**src/rtl/dw_sqrt_share_ctrl.sv**
```systemverilog
// dw_sqrt_share_ctrl: round-robin shared iterative integer square root, one root bit per clock
// Ports: clk, rst_n (async active-low), req_valid/req_ready/req_data (per-requester request channels),
//        rsp_valid/rsp_ready/rsp_id/rsp_root (shared response channel), busy (CALC or DONE).
//        Define SQRT_SHARE_REM_EN to add rsp_rem = operand - root^2.
module dw_sqrt_share_ctrl #(
  parameter int WIDTH   = 32,
  parameter int NREQ    = 4,
  parameter int ID_W    = 2,
  parameter int TC_MODE = 0
) (
  input  logic                  clk,
  input  logic                  rst_n,
  input  logic [NREQ-1:0]       req_valid,
  output logic [NREQ-1:0]       req_ready,
  input  logic [NREQ*WIDTH-1:0] req_data,
  output logic                  rsp_valid,
  input  logic                  rsp_ready,
  output logic [ID_W-1:0]       rsp_id,
  output logic [WIDTH/2-1:0]    rsp_root,
`ifdef SQRT_SHARE_REM_EN
  output logic [WIDTH/2:0]      rsp_rem,
`endif
  output logic                  busy
);
  localparam int HW = WIDTH / 2;
  localparam int CW = $clog2(HW);
  typedef enum logic [1:0] {IDLE, CALC, DONE} state_t;
  state_t state_q;
  logic [ID_W-1:0] ptr_q, gnt_id, j;
  logic gnt_any, ge;
  logic [WIDTH-1:0] data_a [NREQ];
  logic [WIDTH-1:0] op_q, raw, op_in;
  logic [HW+1:0] rem_q, rem_sh, trial, rem_d;
  logic [HW-1:0] root_q, root_d;
  logic [CW-1:0] cnt_q;
  for (genvar g = 0; g < NREQ; g++) begin : g_unpack
    assign data_a[g] = req_data[g*WIDTH +: WIDTH];
  end
  // first valid requester searching upward from the slot after the last winner
  always_comb begin
    gnt_any = 1'b0;
    gnt_id = '0;
    j = '0;
    for (int i = 1; i <= NREQ; i++) begin
      j = ID_W'((int'(ptr_q) + i) % NREQ);
      if (!gnt_any && req_valid[j]) begin
        gnt_any = 1'b1;
        gnt_id = j;
      end
    end
  end
  assign req_ready = (state_q == IDLE && gnt_any) ? NREQ'(1) << gnt_id : '0;
  assign busy = state_q != IDLE;
  assign raw = data_a[gnt_id];
  // magnitude of a negative two's-complement operand; the most negative value maps to 2^(WIDTH-1)
  assign op_in = (TC_MODE != 0 && raw[WIDTH-1]) ? -raw : raw;
  // restoring step: bring in the next operand bit pair, try subtracting {root,01}
  assign rem_sh = (rem_q << 2) | {{HW{1'b0}}, op_q[WIDTH-1 -: 2]};
  assign trial = {root_q, 2'b01};
  assign ge = rem_sh >= trial;
  assign rem_d = ge ? rem_sh - trial : rem_sh;
  assign root_d = {root_q[HW-2:0], ge};
  always_ff @(posedge clk or negedge rst_n) begin
    if (!rst_n) begin
      state_q <= IDLE;
      ptr_q <= ID_W'(NREQ - 1);
      op_q <= '0;
      rem_q <= '0;
      root_q <= '0;
      cnt_q <= '0;
      rsp_valid <= 1'b0;
      rsp_id <= '0;
      rsp_root <= '0;
`ifdef SQRT_SHARE_REM_EN
      rsp_rem <= '0;
`endif
    end else begin
      case (state_q)
        IDLE: if (gnt_any) begin
          ptr_q <= gnt_id;
          rsp_id <= gnt_id;
          op_q <= op_in;
          rem_q <= '0;
          root_q <= '0;
          cnt_q <= '0;
          state_q <= CALC;
        end
        CALC: begin
          op_q <= op_q << 2;
          rem_q <= rem_d;
          root_q <= root_d;
          cnt_q <= cnt_q + 1'b1;
          if (cnt_q == CW'(HW - 1)) begin
            rsp_root <= root_d;
`ifdef SQRT_SHARE_REM_EN
            rsp_rem <= rem_d[HW:0];
`endif
            rsp_valid <= 1'b1;
            state_q <= DONE;
          end
        end
        DONE: if (rsp_ready) begin
          rsp_valid <= 1'b0;
          state_q <= IDLE;
        end
        default: state_q <= IDLE;
      endcase
    end
  end
endmodule

```
**config.mk**
```make
export PLATFORM = sky130hd
export DESIGN_NAME = dw_sqrt_share_ctrl
export DESIGN_NICKNAME = d
export VERILOG_FILES = /design/src/rtl/dw_sqrt_share_ctrl.sv
export SDC_FILE = /design/constraint.sdc
export NUM_CORES = 1
export LEC_CHECK = 0
export ABC_CLOCK_PERIOD_IN_PS = 4000
export CAP_MARGIN = 20
export CORE_UTILIZATION = 60
export DETAILED_ROUTE_END_ITERATION = 7
export DONT_BUFFER_PORTS = 1
export PLACE_DENSITY = 0.86
export SLEW_MARGIN = 10
export SYNTH_ARGS = -nofsm -noshare
export SYNTH_HDL_FRONTEND = slang
export SYNTH_SLANG_ARGS = --single-unit
```
**constraint.sdc**
```tcl
create_clock -name clk -period 4 [get_ports clk]
set_input_delay 0.6 -clock clk [delete_from_list [all_inputs] [get_ports clk]]
set_output_delay 0.6 -clock clk [all_outputs]
set_load 0.005 [all_outputs]
```
==> results of run 1 <==
==> metal layers <==
| layer | vias up | GRT usage (%) | wire length (um) |
|---|---|---|---|
| met5 | - | 0 | 0 |
| li1 | 2011 | - | - |
| met2 | 220 | 45.4 | 6510 |
| met3 | 25 | 6.30 | 1080 |
| met4 | 0 | 10.3 | 257 |
| met1 | 2160 | 38.4 | 5480 |
==> layout by cell type, fill, tap and decap left out, drive strengths merged, types with 3 or more instances in the layout <==
master / netlist / final
inv: 23 / 23
a21o: 5 / 5
o21ai: 48 / 48
clkbuf: 15 / 11
o211ai: 6 / 6
nand3: 30 / 30
a211oi: 5 / 5
nor3: 4 / 4
a21oi: 34 / 34
buf: 22 / 9
nor4: 4 / 4
nor2: 22 / 22
xnor2: 7 / 7
and3: 20 / 20
o21a: 4 / 4
clkinv: 0 / 4
o221ai: 18 / 18
a32oi: 3 / 3
a31oi: 3 / 3
mux4: 12 / 12
dfrtp: 89 / 89
nand4: 4 / 4
xor2: 6 / 6
a22oi: 13 / 13
nand2b: 7 / 7
nand2: 46 / 46
ha: 19 / 19
mux2i: 51 / 51
mux2: 15 / 15
==> stage by stage <==
stage	cell area, um2	utilization (%)
2_1_floorplan	5520	-
3_3_place_gp	5540	62.9
3_5_place_dp	5540	62.9
4_1_cts	5730	65.1
5_1_grt	5740	65.2
6_report	5740	65.2
==> kinds of logic (layout without fill, tap and decap cells) <==
logic type / count (synthesis) / in the layout / share of synthesized area [%]
AO/OA/AOI/OAI: 147 / 147 / 17.3
AND/OR/NAND/NOR: 145 / 145 / 12.8
flip-flops: 91 / 91 / 41.3
multiplexers: 78 / 78 / 17.2
buffers and inverters: 60 / 48 / 5.01
adder cells (fa/ha/maj): 19 / 19 / 4.31
XOR/XNOR: 13 / 13 / 2.06
==> registers in the layout, summed over array words and instances (netlist names) <==
register   flops
op_q          32
rem_q         16
root_q        16
rsp_root      16
cnt_q          4
ptr_q          2
rsp_id         2
state_q        2
rsp_valid      1
==> power breakdown <==
part,total (mW),internal (mW),switching (mW)
logic,3.37,1.46,1.91
registers,1.75,1.39,0.358
clock network,0.546,0.224,0.322
==> worst register-to-register path, stage by stage, from the launching register on <==
cell and delay, ns:
dfrtp_1 0.41, ha_1 0.39, a21o_1 0.23, a41o_1 0.24, a21oi_1 0.14, o21ai_1 0.10, a31oi_2 0.53, buf_4 0.32
nand2b_4 0.20, o31ai_1 0.11
==> area by class of cell <==
type / count / area, um2
inverter: 23 / 86.3
fill: 674 / 3070
clock inverter: 5 / 31.3
timing repair buffer: 9 / 87.6
sequential: 91 / 2280
tap: 108 / 135
multi-input combinational: 402 / 2990
clock buffer: 11 / 131
==> worst paths after layout <==
check                      startpoint      endpoint  slack (ns)  cells after the start
max                          ptr_q[0]  req_ready[3]        0.96                      6
min in group clk            rsp_ready     rsp_valid        0.41                      3
max reg2reg                 rem_q[11]     root_q[0]        1.19                      9
min                             rst_n      ptr_q[0]        0.06                      0
max in group asynchronous       rst_n      rem_q[3]        3.53                      1
min reg2reg                  op_q[26]      op_q[28]        0.50                      2
==> results_dict.tcl, run 1 <==
set metrics [dict create \
    outcome "finished with violations" \
    failed_checks "design-rule violations" \
    gp_congestion 0.950 \
    synth-warning-count 0 \
    fp.dieH_um 97.9 \
    slew-limit-headroom_pct 30.6 \
    fin_skew_ns 0.0180 \
    dp_hpwl_um 9350 \
    antenna_found_initial 0 \
    maxCapViolations 0 \
    drt-pass1-iter-count 7 \
    async_flop_share_pct 100 \
    placedCellCount 632 \
    leakage_nw 2.55 \
    dp_slack_ns 1.24 \
    clockRootBuffer "clkbuf_8" \
    cp_slowest_cell "buf_4" \
    cts_tree "yes" \
    clock-sinks 91 \
    clk_latency_ns 0.38 \
    ys_seq_area_share_pct 41.3 \
    area_growth_pct 3.94 \
    hold_slack_ns 0.0623 \
    vias 4416 \
    criticalPathCategory "reg2out" \
    tns_ns 0 \
    p_per_area_nw_per_um2 987 \
    cp_top_family "buffers and inverters" \
    track_usage_pct 28.5 \
    dieWidth_um 97.9 \
    slowest_delay_ns 0.65 \
    required_ns 3.40 \
    diodes 0 \
    fin_crit_sh_pct 76.0 \
    drive_above_1_share_pct 11.5 \
    max_clock_freq_mhz 329 \
    cp_data_arrival_time_ns 2.44 \
    setup_viol 0 \
    total_power_mw 5.66 \
    die-area_um2 9590 \
    path_cells "nand2b_1 -> a21oi_1 -> a211oi_4 -> buf_4 -> nand2_1 -> nor2_1" \
    timing_hold_violations_final 0 \
    cp-start-kind "register" \
    fin_nets 690 \
    tightest_slew_ns 1.04 \
    ys_seq_elements 91 \
    synth_top_area_share_pct 40.3 \
    cts_buffers 9 \
    cts_max_level 3 \
    ant_nets 0 \
    synth_flop_cell "dfrtp_1" \
    port_buffers 0 \
    clk_pin_slew_ns 0.09 \
    yosysMostFrequentCell "dfrtp_1" \
    postCtsSetupBuffers 0 \
    avgSynthCellArea_um2 9.98 \
    routed_wl_um 13300 \
    grt_pass1_wl_um 21500 \
    synthTopCellsByCount "dfrtp_1 (89), mux2i_1 (51), nand2_1 (46)" \
    min_period_ns 3.04 \
    endpoint_kind "primary output" \
    synth_area_leaders "dfrtp_1 (40%), mux2i_1 (9.2%), mux4_2 (4.9%)" \
    setup_ws_ns 0.958 \
    holdCritPathClass "in2async" \
    grt_pass1_vias 4379 \
    synth_edf_count 0 \
    cts_resized 0 \
    cts_hold_buf 1 \
    overflow 0 \
    yosysTopAreaCell "dfrtp_1" \
    synth_nets 707 \
    grt_max_degree 90 \
    netlist-cell-type-count 52 \
    cp_max_fo 56 \
    cp.buffers_inverters 1 \
    report.final.slew_viol_count 0 \
    worst_ir_drop_vdd_uv 730 \
    io_pins 159 \
    clockBufferDepth 2 \
    drc_errors 7 \
    rsz0062_at_grt "no" \
    syn_area_um2 5520 \
    core_region_area_um2 8810 \
    postSynthCellCount 553 \
    routedWlPerCell_um 20.5 \
    start_util_pct 62.7 \
    vias_per_cell 6.80 \
    rows 34 \
    drtIter0Drc 301 \
    stdcell_count 649 \
]
Note: power is estimated with default switching activity, not from simulation.
==> inputs of run 2 (changes only) <==
--- a/config.mk
+++ b/config.mk
@@ -5,9 +5,9 @@
 export SDC_FILE = /design/constraint.sdc
 export NUM_CORES = 1
 export LEC_CHECK = 0
-export ABC_CLOCK_PERIOD_IN_PS = 4000
+export ABC_CLOCK_PERIOD_IN_PS = 2700
 export CAP_MARGIN = 20
-export CORE_UTILIZATION = 60
+export CORE_UTILIZATION = 58
 export DETAILED_ROUTE_END_ITERATION = 7
 export DONT_BUFFER_PORTS = 1
 export PLACE_DENSITY = 0.86
==> constraint.sdc (replaced) <==
create_clock -name clk -period 2.7 [get_ports clk]
set_input_delay 0.405 -clock clk [delete_from_list [all_inputs] [get_ports clk]]
set_output_delay 0.405 -clock clk [all_outputs]
set_load 0.005 [all_outputs]
==> results_dict.tcl, run 2 (synthesized netlist as in run 1, its figures left out) <==
set metrics [dict create \
    track_usage_pct 27.5 \
    final_common_cell "dfrtp_1" \
    routedWlPerCell_um 19.6 \
    fin_util_pct 63.7 \
    cp_data_arrival_time_ns 2.12 \
    antenna_found_initial 0 \
    slew-limit-headroom_pct 46.6 \
    drc_errors 0 \
    setup_viol 0 \
    dp_slack_ns 0.146 \
    worst_ir_drop_vdd_uv 781 \
    drtIter0Drc 280 \
    holdCritPathClass "in2reg" \
    clockRootBuffer "clkbuf_8" \
    min_period_ns 2.53 \
    ant_nets 0 \
    final_cell_area_um2 5890 \
    drt-pass1-iter-count 5 \
    rsz0062_at_grt "no" \
    required_ns 2.30 \
    place_area_um2 5630 \
    fin_nets 698 \
    drive_above_1_share_pct 12.9 \
    area_growth_pct 6.64 \
    clk_pin_slew_ns 0.10 \
    leakage_nw 2.60 \
    mostFrequentLayoutCells "dfrtp_1 (89), mux2i_1 (51), nand2_1 (46), a21oi_1 (33), nand3_1 (30)" \
    port_buffers 0 \
    largest_register_ffs 32 \
    fin_skew_ns 0.0151 \
    cp_max_fo 13 \
    largest_register "op_q" \
    cts_tree "yes" \
    die-area_um2 9910 \
    routed_wl_um 13300 \
    criticalPathCategory "reg2out" \
    outcome "finished, final reports clean" \
    overflow 0 \
    diodes 0 \
    cts_max_level 3 \
    endpoint_kind "primary output" \
    fill_cells 740 \
    grt_max_degree 92 \
    fp.dieH_um 99.6 \
    tns_ns 0 \
    clockBufferDepth 2 \
    vias_per_cell 6.50 \
    tightest_slew_ns 0.801 \
    cp-start-kind "register" \
    cts_buffers 9 \
    maxCapViolations 0 \
    setup_ws_ns 0.172 \
    clk_latency_ns 0.37 \
    core_region_area_um2 9240 \
    max_clock_freq_mhz 396 \
    p_per_area_nw_per_um2 1470 \
    grt_pass1_vias 4270 \
    report.final.slew_viol_count 0 \
    start_util_pct 59.7 \
    grt_pass1_wl_um 21100 \
    vias 4404 \
    rows 35 \
    clock-sinks 91 \
    io_pins 159 \
    fin_crit_sh_pct 93.6 \
    gp_congestion 0.942 \
    dieWidth_um 99.6 \
    timing_hold_violations_final 0 \
    dp_hpwl_um 9660 \
]
==> run 2: cell count changes in the layout (fill, tap and decap cells not counted), sizes merged <==
cell         delta
buf             +7
bufinv          +1
clkinv          -2
clkinvlp        +1
dlygate4sd3     +1
==> run 2: what timing repair did <==
action / in CTS / in global routing
hold buffers: 2 / 0
setup endpoints to repair: 3 / 6
setup buffers: 0 / 0
endpoints found under the hold margin: 91 / 0
resized for setup: 1 / 1
==> run 2: cell type report <==
| class | instances | area, um2 | share of cell area [%] |
|---|---|---|---|
| multi-input combinational | 402 | 2990 | 50.8 |
| sequential | 91 | 2280 | 38.7 |
| timing repair buffer | 17 | 163 | 2.76 |
| tap | 129 | 161 | 2.74 |
| clock buffer | 11 | 141 | 2.40 |
| inverter | 23 | 86.3 | 1.47 |
| clock inverter | 5 | 62.6 | 1.06 |
==> run 2: final timing paths <==
| kind | start | to | slack (ns) | cells past startpoint |
|---|---|---|---|---|
| worst max-delay path | state_q[1] | req_ready[1] | 0.17 | 4 |
| worst min-delay path | req_data[33] | op_q[1] | 0.22 | 2 |
| worst max register to register | rem_q[11] | rem_q[8] | 0.22 | 9 |
| worst min register to register | op_q[29] | op_q[29] | 0.51 | 2 |
| max in group asynchronous | rst_n | ptr_q[1] | 1.64 | 2 |
| min in group asynchronous | rst_n | rem_q[6] | 0.68 | 2 |
==> run 2: routing by layer <==
| layer | GRT usage, % | up-vias | wire [um] |
|---|---|---|---|
| met2 | 44.6 | 205 | 6520 |
| met1 | 36.1 | 2139 | 5580 |
| li1 | - | 2030 | - |
| met3 | 5.69 | 30 | 937 |
| met5 | 0 | - | 0 |
| met4 | 11.9 | 0 | 268 |
==> run 2: worst max-delay path, cell delays in order (launching register included) <==
cell and delay (ns):
dfrtp_1 0.44, or2_1 0.34, nor2_2 0.54, nand2b_1 0.25
nor2_1 0.19
==> run 2: through the flow <==
stage	instances	hold WS [ns]	power, mW
floorplan	553	0.109	6.51
global placement	660	0.113	7.26
detailed placement	660	0.113	7.56
CTS	678	0.220	8.56
global route	678	0.240	9.31
finish	678	0.221	8.65
==> run 2: where the power goes <==
group | switching (mW) | internal, mW
Clock | 0.497 | 0.457
Sequential | 0.504 | 2.06
Combinational | 2.88 | 2.24
